## src/rtl/memory_write_control.sv

```systemverilog
// Packs four DATA_WIDTH pixels into each MEM_WIDTH word and writes the words linearly into the frame memory.
// Optional FMEM_WR_LINE_PAD_EN: each line ends with a zero-padded partial write, so every line starts word-aligned.
module memory_write_control #(
    parameter int DATA_WIDTH = 24,
    parameter int MEM_WIDTH  = DATA_WIDTH * 4,
    parameter int ADDR_DEPTH = 512 * 512 / 4,
    parameter int ADDR_WIDTH = $clog2(ADDR_DEPTH)
) (
    input  logic                  i_clk,
    input  logic                  rst,
    input  logic                  i_vsync,
    input  logic                  i_hsync,
    input  logic                  i_de,
    input  logic [DATA_WIDTH-1:0] i_data,
    input  logic [10:0]           i_vres,
    output logic                  o_csn,
    output logic                  o_wen,
    output logic [ADDR_WIDTH-1:0] o_waddr,
    output logic [MEM_WIDTH-1:0]  o_wdata,
    output logic                  o_frame_done,
    output logic                  o_ovf
);
    typedef enum logic [1:0] {IDLE, ARMED, PACK, FLUSH} state_t;

    state_t                  state_q;
    logic                    vsync_q, de_q;
    logic [1:0]              pix_idx_q;
    logic [3*DATA_WIDTH-1:0] pend_q;
    logic [10:0]             line_cnt_q, line_cnt_d;
    logic [ADDR_WIDTH-1:0]   addr_q, waddr_q;
    logic                    full_q;
    logic                    csn_q, wen_q, frame_done_q, ovf_q;
    logic [MEM_WIDTH-1:0]    wdata_q, wdata_d;
    logic                    vs_edge, de_fall, pix_take, word_full;
    logic                    line_end, frame_end, partial, pad_wr, wr_req;
    logic                    unused_hsync;

    assign unused_hsync = i_hsync;

    always_comb begin
        vs_edge    = i_vsync & ~vsync_q;
        de_fall    = ~i_de & de_q;
        pix_take   = ~vs_edge & i_de & ((state_q == ARMED) | (state_q == PACK));
        word_full  = pix_take & (pix_idx_q == 2'd3);
        line_cnt_d = line_cnt_q + 11'd1;
        line_end   = ~vs_edge & de_fall & (state_q == PACK);
        frame_end  = line_end & (line_cnt_d == i_vres);
        partial    = (pix_idx_q != 2'd0);
`ifdef FMEM_WR_LINE_PAD_EN
        pad_wr     = line_end & partial;
`else
        pad_wr     = frame_end & partial;
`endif
        wr_req     = word_full | pad_wr;
        wdata_d    = word_full ? {i_data, pend_q} : {{DATA_WIDTH{1'b0}}, pend_q};
    end

    always_ff @(posedge i_clk or posedge rst) begin
        if (rst) begin
            state_q      <= IDLE;
            vsync_q      <= 1'b0;
            de_q         <= 1'b0;
            pix_idx_q    <= 2'd0;
            pend_q       <= '0;
            line_cnt_q   <= '0;
            addr_q       <= '0;
            full_q       <= 1'b0;
            csn_q        <= 1'b1;
            wen_q        <= 1'b1;
            waddr_q      <= '0;
            wdata_q      <= '0;
            frame_done_q <= 1'b0;
            ovf_q        <= 1'b0;
        end else begin
            vsync_q      <= i_vsync;
            de_q         <= i_de;
            csn_q        <= 1'b1;
            wen_q        <= 1'b1;
            frame_done_q <= 1'b0;
            if (vs_edge) begin
                // A new frame start always wins: drop partial data and rewind.
                state_q    <= ARMED;
                pix_idx_q  <= 2'd0;
                pend_q     <= '0;
                line_cnt_q <= '0;
                addr_q     <= '0;
                full_q     <= 1'b0;
                ovf_q      <= 1'b0;
            end else begin
                if (pix_take) begin
                    pix_idx_q <= pix_idx_q + 2'd1;
                    case (pix_idx_q)
                        2'd0:    pend_q[0 +: DATA_WIDTH]            <= i_data;
                        2'd1:    pend_q[DATA_WIDTH +: DATA_WIDTH]   <= i_data;
                        2'd2:    pend_q[2*DATA_WIDTH +: DATA_WIDTH] <= i_data;
                        default: pend_q                             <= '0;
                    endcase
                end
                if (pad_wr) begin
                    pix_idx_q <= 2'd0;
                    pend_q    <= '0;
                end
                // full_q marks that the last address is used; later writes are suppressed.
                if (wr_req) begin
                    if (full_q) begin
                        ovf_q <= 1'b1;
                    end else begin
                        csn_q   <= 1'b0;
                        wen_q   <= 1'b0;
                        waddr_q <= addr_q;
                        wdata_q <= wdata_d;
                        if (addr_q == ADDR_WIDTH'(ADDR_DEPTH - 1)) full_q <= 1'b1;
                        else                                       addr_q <= addr_q + 1'b1;
                    end
                end
                case (state_q)
                    IDLE: ;
                    ARMED: if (pix_take) state_q <= PACK;
                    PACK: begin
                        if (line_end) begin
                            line_cnt_q <= line_cnt_d;
                            if (frame_end) begin
                                if (partial) begin
                                    state_q <= FLUSH;
                                end else begin
                                    frame_done_q <= 1'b1;
                                    state_q      <= IDLE;
                                end
                            end
                        end
                    end
                    FLUSH: begin
                        frame_done_q <= 1'b1;
                        state_q      <= IDLE;
                    end
                    default: state_q <= IDLE;
                endcase
            end
        end
    end

    assign o_csn        = csn_q;
    assign o_wen        = wen_q;
    assign o_waddr      = waddr_q;
    assign o_wdata      = wdata_q;
    assign o_frame_done = frame_done_q;
    assign o_ovf        = ovf_q;
endmodule
```

## config.mk

```make
export PLATFORM = sky130hd
export DESIGN_NAME = memory_write_control
export DESIGN_NICKNAME = d
export VERILOG_FILES = /design/src/rtl/memory_write_control.sv
export SDC_FILE = /design/constraint.sdc
export NUM_CORES = 1
export LEC_CHECK = 0
export ABC_CLOCK_PERIOD_IN_PS = 8950
export CORE_MARGIN = 2
export CORE_UTILIZATION = 55
export CTS_BUF_LIST = sky130_fd_sc_hd__clkbuf_8
export DETAILED_ROUTE_END_ITERATION = 16
export PLACE_DENSITY_LB_ADDON = 0.1
export SYNTH_ARGS = -nofsm -noshare
export SYNTH_HDL_FRONTEND = slang
export SYNTH_SLANG_ARGS = --single-unit
```

## constraint.sdc

```tcl
create_clock -name i_clk -period 8.95 [get_ports i_clk]
set_input_delay 0.895 -clock i_clk [delete_from_list [all_inputs] [get_ports i_clk]]
set_output_delay 0.895 -clock i_clk [all_outputs]
set_load 0.05 [all_outputs]
```

# Yosys cells after proc, flatten, opt, wreduce, memory -nomap -nowiden
# Index checks and enable logic that the tools add are counted.
[op_classes]
n_addsub = 3
n_eq_ne = 16
n_mux = 38
n_bitwise = 15
n_reduce_logical = 19
[ops]
columns = ["operator", "count"]
rows = [
  ["two-way mux 72 bit", 3],
  ["case mux 24 bit (2 select lines)", 3],
  ["two-way mux 96 bit", 1],
  ["two-way mux 16 bit", 4],
  ["two-way mux 11 bit", 3],
  ["adder 16 x 1 -> 16 bit (second input constant)", 1],
  ["== test 16 bit (second input constant)", 1],
  ["two-way mux 2 bit", 8],
  ["two-way mux 1 bit", 14],
  ["adder 11 x 1 -> 11 bit (second input constant)", 1],
  ["== test 11 bit", 1],
  ["AND reduction 2 bit", 5],
  ["nonzero test 2 bit", 5],
  ["AND 1 bit", 9],
  ["!= test 3 x 1 -> 1 bit (second input constant)", 3],
  ["!= test 3 bit (second input constant)", 3],
  ["== test 2 bit (second input constant)", 4],
  ["case mux 2 bit (3 select lines)", 1],
  ["AND reduction 3 bit", 2],
  ["OR reduction 2 bit", 3],
  ["== test 2 x 1 -> 1 bit (second input constant)", 2],
  ["NOT 1 bit", 4],
  ["AND reduction 4 bit", 1],
  ["nonzero test 4 bit", 1],
  ["other kinds (7)", 8],
]
[word_totals]
register_bits = 221
inputBits = 40
out_inout_bits = 116
elab_cells = 106

# Depth between registers and ports, before layout
[depth]
depth_word = 10
mapped_depth = 11
mapped_depth_nobuf = 10

# Least setup slack after synthesis
# No wires, ideal clock.
[synth_path]
kind = "input -> register"
start = "input port i_de"
end = "register wdata_q[10], in the netlist o_wdata[10]"
setup_time_ps = 125
t_arrival_ps = 3130
required_ps = 8825
path_slack_ps = 5695
cell_stages = 8
path_buffers = 2
cell_sequence = "nand3b_1 > a211oi_1 > nand4_1 > or4_1 > o41ai_4 > buf_2 > buf_2 > mux2_2"
[synth_via]
elab_chain_cells = 8
elab_cells_between_ends = 11
cone_classes = "10 x bitwise; 1 x reduce/logical"
[synth_lines]
columns = ["element", "line", "text"]
rows = [
  ["from (decl)", "13", "input logic i_de,"],
  ["NOT 1 bit", "42", "de_fall = ~i_de & de_q;"],
  ["AND 1 bit", "42", ""],
  ["AND 1 bit (2 in a row)", "46", "line_end = ~vs_edge & de_fall & (state_q == PACK);"],
  ["AND 1 bit", "47", "frame_end = line_end & (line_cnt_d == i_vres);"],
  ["AND 1 bit", "52", "pad_wr = frame_end & partial;"],
  ["bitwise OR 1 bit (*)", "54", "wr_req = word_full | pad_wr;"],
  ["AND reduction 3 bit (no source line) (*)", "-", ""],
  ["to (signal assigned)", "111", "wdata_q <= wdata_d;"],
  ["to (decl)", "33", "logic [MEM_WIDTH-1:0] wdata_q, wdata_d;"],
]
# Mark *: on every way between the ends. The rest lies on a longest branch, timed or not.
# A chain may end at the register's enable or synchronous reset.

# Worst setup path in the final report
[layout_path]
start = "input port i_de"
end = "register addr_q[8]"
[layout_via]
elab_chain_cells = 9
elab_cells_between_ends = 12
cone_classes = "10 x bitwise; 2 x reduce/logical"
[layout_lines]
columns = ["element", "line", "text"]
rows = [
  ["NOT 1 bit", "42", ""],
  ["AND 1 bit", "42", ""],
  ["AND 1 bit (2 in a row)", "46", ""],
  ["AND 1 bit", "47", ""],
  ["AND 1 bit", "52", ""],
  ["bitwise OR 1 bit (*)", "54", ""],
  ["nonzero test 2 bit (no source line) (*)", "-", ""],
  ["AND reduction 3 bit (no source line) (*)", "-", ""],
  ["to (signal assigned)", "113", "else addr_q <= addr_q + 1'b1;"],
  ["to (decl)", "30", "logic [ADDR_WIDTH-1:0] addr_q, waddr_q;"],
]
# Marks and branches as above.

==> reports/metrics.yaml <==
setup_path:
  critPathMostFrequentCell: "buf_4"
  path_cells: "clkdlybuf4s50_1 -> nand3b_1 -> a211oi_1 -> nand4_1 -> or4_1 -> o41ai_4 -> buf_4 -> buf_4 -> a21oi_1 -> a221o_1"
  crit_path_start_kind: "primary input"
  crit_buf_inv: 3
  cp_top_family: "buffers and inverters"
  cp_slowest_cell: "buf_4"
  crit_end: "addr_q[8]$_DFFE_PP0P_"
  path_class: "in2reg"
  end_kind: "flip-flop"
  critPathMaxFanout: 92
  cp.required_ns: 9.34
  crit_cells: 10
  startpoint: "i_de"
  cpPeakStageDelay_ns: 0.87
  worst_r2r_endpoint: "addr_q[8]$_DFFE_PP0P_"
  r2r_cells: 11
  worstPathArrival_ns: 5.25
  r2r-start: "state_q[0]$_DFFE_PP0P_"
  r2r_setup_slack_ns: 4.26
floorplan:
  ioPinCount: 156
  dieHeight_um: 133.3
  die_area_um2: 17780
  rows: 47
  die_w_um: 133.3
  initial_utilization_pct: 55.87
  coreArea_um2: 16470
place:
  io_buffers: 154
  place_ws_ns: 3.569
  dp_hpwl_um: 13780
  place_congestion: 0.8008
routing:
  drtIter0Drc: 424
  wl_per_cell_um: 19.08
  drt_wl_total_um: 22130
  firstDrtPassIters: 5
  vias: 6596
  drc: 0
  vias_per_cell: 5.686
  ant_nets: 0
global_routing:
  grt_use_met3_pct: 6.811
  grtUsageMet2_pct: 42.33
  overflow: 0
  antenna_found_initial: 0
  top_usage_layer: "met2"
  grt_usage_pct: 25.54
  grt_max_degree: 146
  grt_pass1_wl_um: 36430
  groute.layer.met1.usage_pct: 33.01
  grt_pass1_vias: 7084
cts:
  post-cts-setup-buffer-count: 0
  cts-root-buf: "clkbuf_8"
  cts_tree: "yes"
  ctsResizeCount: 0
  path_clk_slew_ns: 0.06
  clockBufferDepth: 3
  cts.htree.levels: 2
  cts_num_sinks: 221
  cts_hold_buf: 0
  insertion_delay_ns: 0.53
  cts_buffers: 37
logic_synthesis:
  synth_common_cells: "220 x dfrtp_1, 90 x mux2_2, 76 x nor2_1"
  seq_area_frac_synth_pct: 60.13
  yosys-top-cells-area: "dfrtp_1 60%, mux2_2 11%, a22oi_1 3.9%"
  synth-seq-cells: 221
  syn_area_per_cell_um2: 12.10
  synth_edf_count: 0
  synth_area_leader_cell: "dfrtp_1"
  syn_inst: 760
  yosysTopAreaCellShare_pct: 59.85
  yosys_warnings: 0
  netlist_area_um2: 9199
  synth-main-ff-cell: "dfrtp_1"
  syn_nets: 809
  yosys.cell_types.count: 52
  synth-async-reset-ratio_pct: 100.0
  yosysMostFrequentCell: "dfrtp_1"
sta:
  clock_skew_ns: 0.02939
  setup_viol: 0
  max_freq_mhz: 205.7
  slew_headroom_pct: 18.14
  min_period_over_period_pct: 54.31
  period_needed_ns: 4.861
  rsz0062_at_grt: "false"
  maxSlewViolCount: 0
  worst_slack_ns: 4.089
  worst_pin_slew_ns: 1.227
  hold_viol_final: 0
  fin_tns_setup_ns: 0
layout:
  drive_above_1_share_pct: 17.55
  area_growth_pct: 26.27
  finalNetCount: 966
  diodes: 0
status:
  outcome: "finished, final reports clean"
run:
  drv_cap: 0
min_path:
  hp-class: "reg2reg"
power:
  p_per_area_nw_per_um2: 304.4
  vdd_drop_max_mv: 0.2467
  power_leakage_nw: 5.427
  fin_total_pwr_mw: 3.535
## placed cells by master, fill, tap and decap left out, types with 8 or more instances in the layout
cell type        netlist  routed
mux2_2                90      90
inv_1                 33      44
nand3_1               38      38
nor3_1                13      12
and3_1                 8       8
xnor2_1               19      19
nand2_1               17      17
buf_4                  1       9
ha_1                   9       9
clkdlybuf4s50_1        0     154
nor2_1                76      74
o21ai_0               31      31
a22oi_1               48      48
dfrtp_1              220     220
clkbuf_8               0      43
a22o_1                25      25
## layer usage
layer	up-vias	routed length, µm
met5	-	0
met4	0	442
met3	38	1398
met2	199	10870
met1	3354	9422
li1	3005	-
## registers in the layout, summed over array words and instances (netlist names)
signal,cells
de_q,1
vsync_q,1
full_q,1
pix_idx_q,2
o_ovf,1
o_wdata,96
o_frame_done,1
state_q,2
pend_q,72
o_waddr,16
line_cnt_q,11
addr_q,16
o_wen,1
## stage by stage
step	std cells	utilization, %	hold WS [ns]	cell area (µm²)
floorplan	760	-	0.4673	9199
global placement	1098	66.38	0.4827	10930
detailed placement	1098	66.38	0.4881	10930
CTS	1160	70.54	0.5026	11610
global route	1160	70.54	0.5135	11610
finish	1160	70.54	0.4981	11610
## power breakdown
part / switching (mW) / internal [mW] / leakage (nW)
clock: 0.396 / 0.439 / 0.399
combinational: 0.857 / 0.457 / 2.03
sequential: 0.148 / 1.24 / 2.99
## worst min-delay path by stage
stage,start,endpoint,slack (ns),cells past startpoint
2_1_floorplan,pend_q[10]$_DFFE_PP0P_,pend_q[10]$_DFFE_PP0P_,0.47,1
3_3_place_gp,pend_q[11]$_DFFE_PP0P_,pend_q[11]$_DFFE_PP0P_,0.48,1
3_5_place_dp,pend_q[15]$_DFFE_PP0P_,pend_q[15]$_DFFE_PP0P_,0.49,1
4_1_cts,pend_q[21]$_DFFE_PP0P_,pend_q[21]$_DFFE_PP0P_,0.50,1
5_1_grt,pend_q[15]$_DFFE_PP0P_,pend_q[15]$_DFFE_PP0P_,0.51,1
6_report,pend_q[2]$_DFFE_PP0P_,pend_q[2]$_DFFE_PP0P_,0.50,1
## kinds of logic after synthesis
group | Yosys count | synth area share (%)
AO/OA/AOI/OAI | 137 | 10.94
XOR/XNOR | 26 | 2.476
adder cells (fa/ha/maj) | 9 | 1.224
buffers and inverters | 80 | 3.482
flip-flops | 221 | 60.13
multiplexers | 94 | 11.45
AND/OR/NAND/NOR | 193 | 10.30
## layout make-up
type	instances	area, µm²
clock buffer	43	591.8
clock inverter	19	92.59
fill	1174	4851
inverter	35	138.9
multi-input combinational	459	3376
sequential	221	5532
tap	220	275.3
timing repair buffer	163	1609
(Power assumes the default switching activity.)
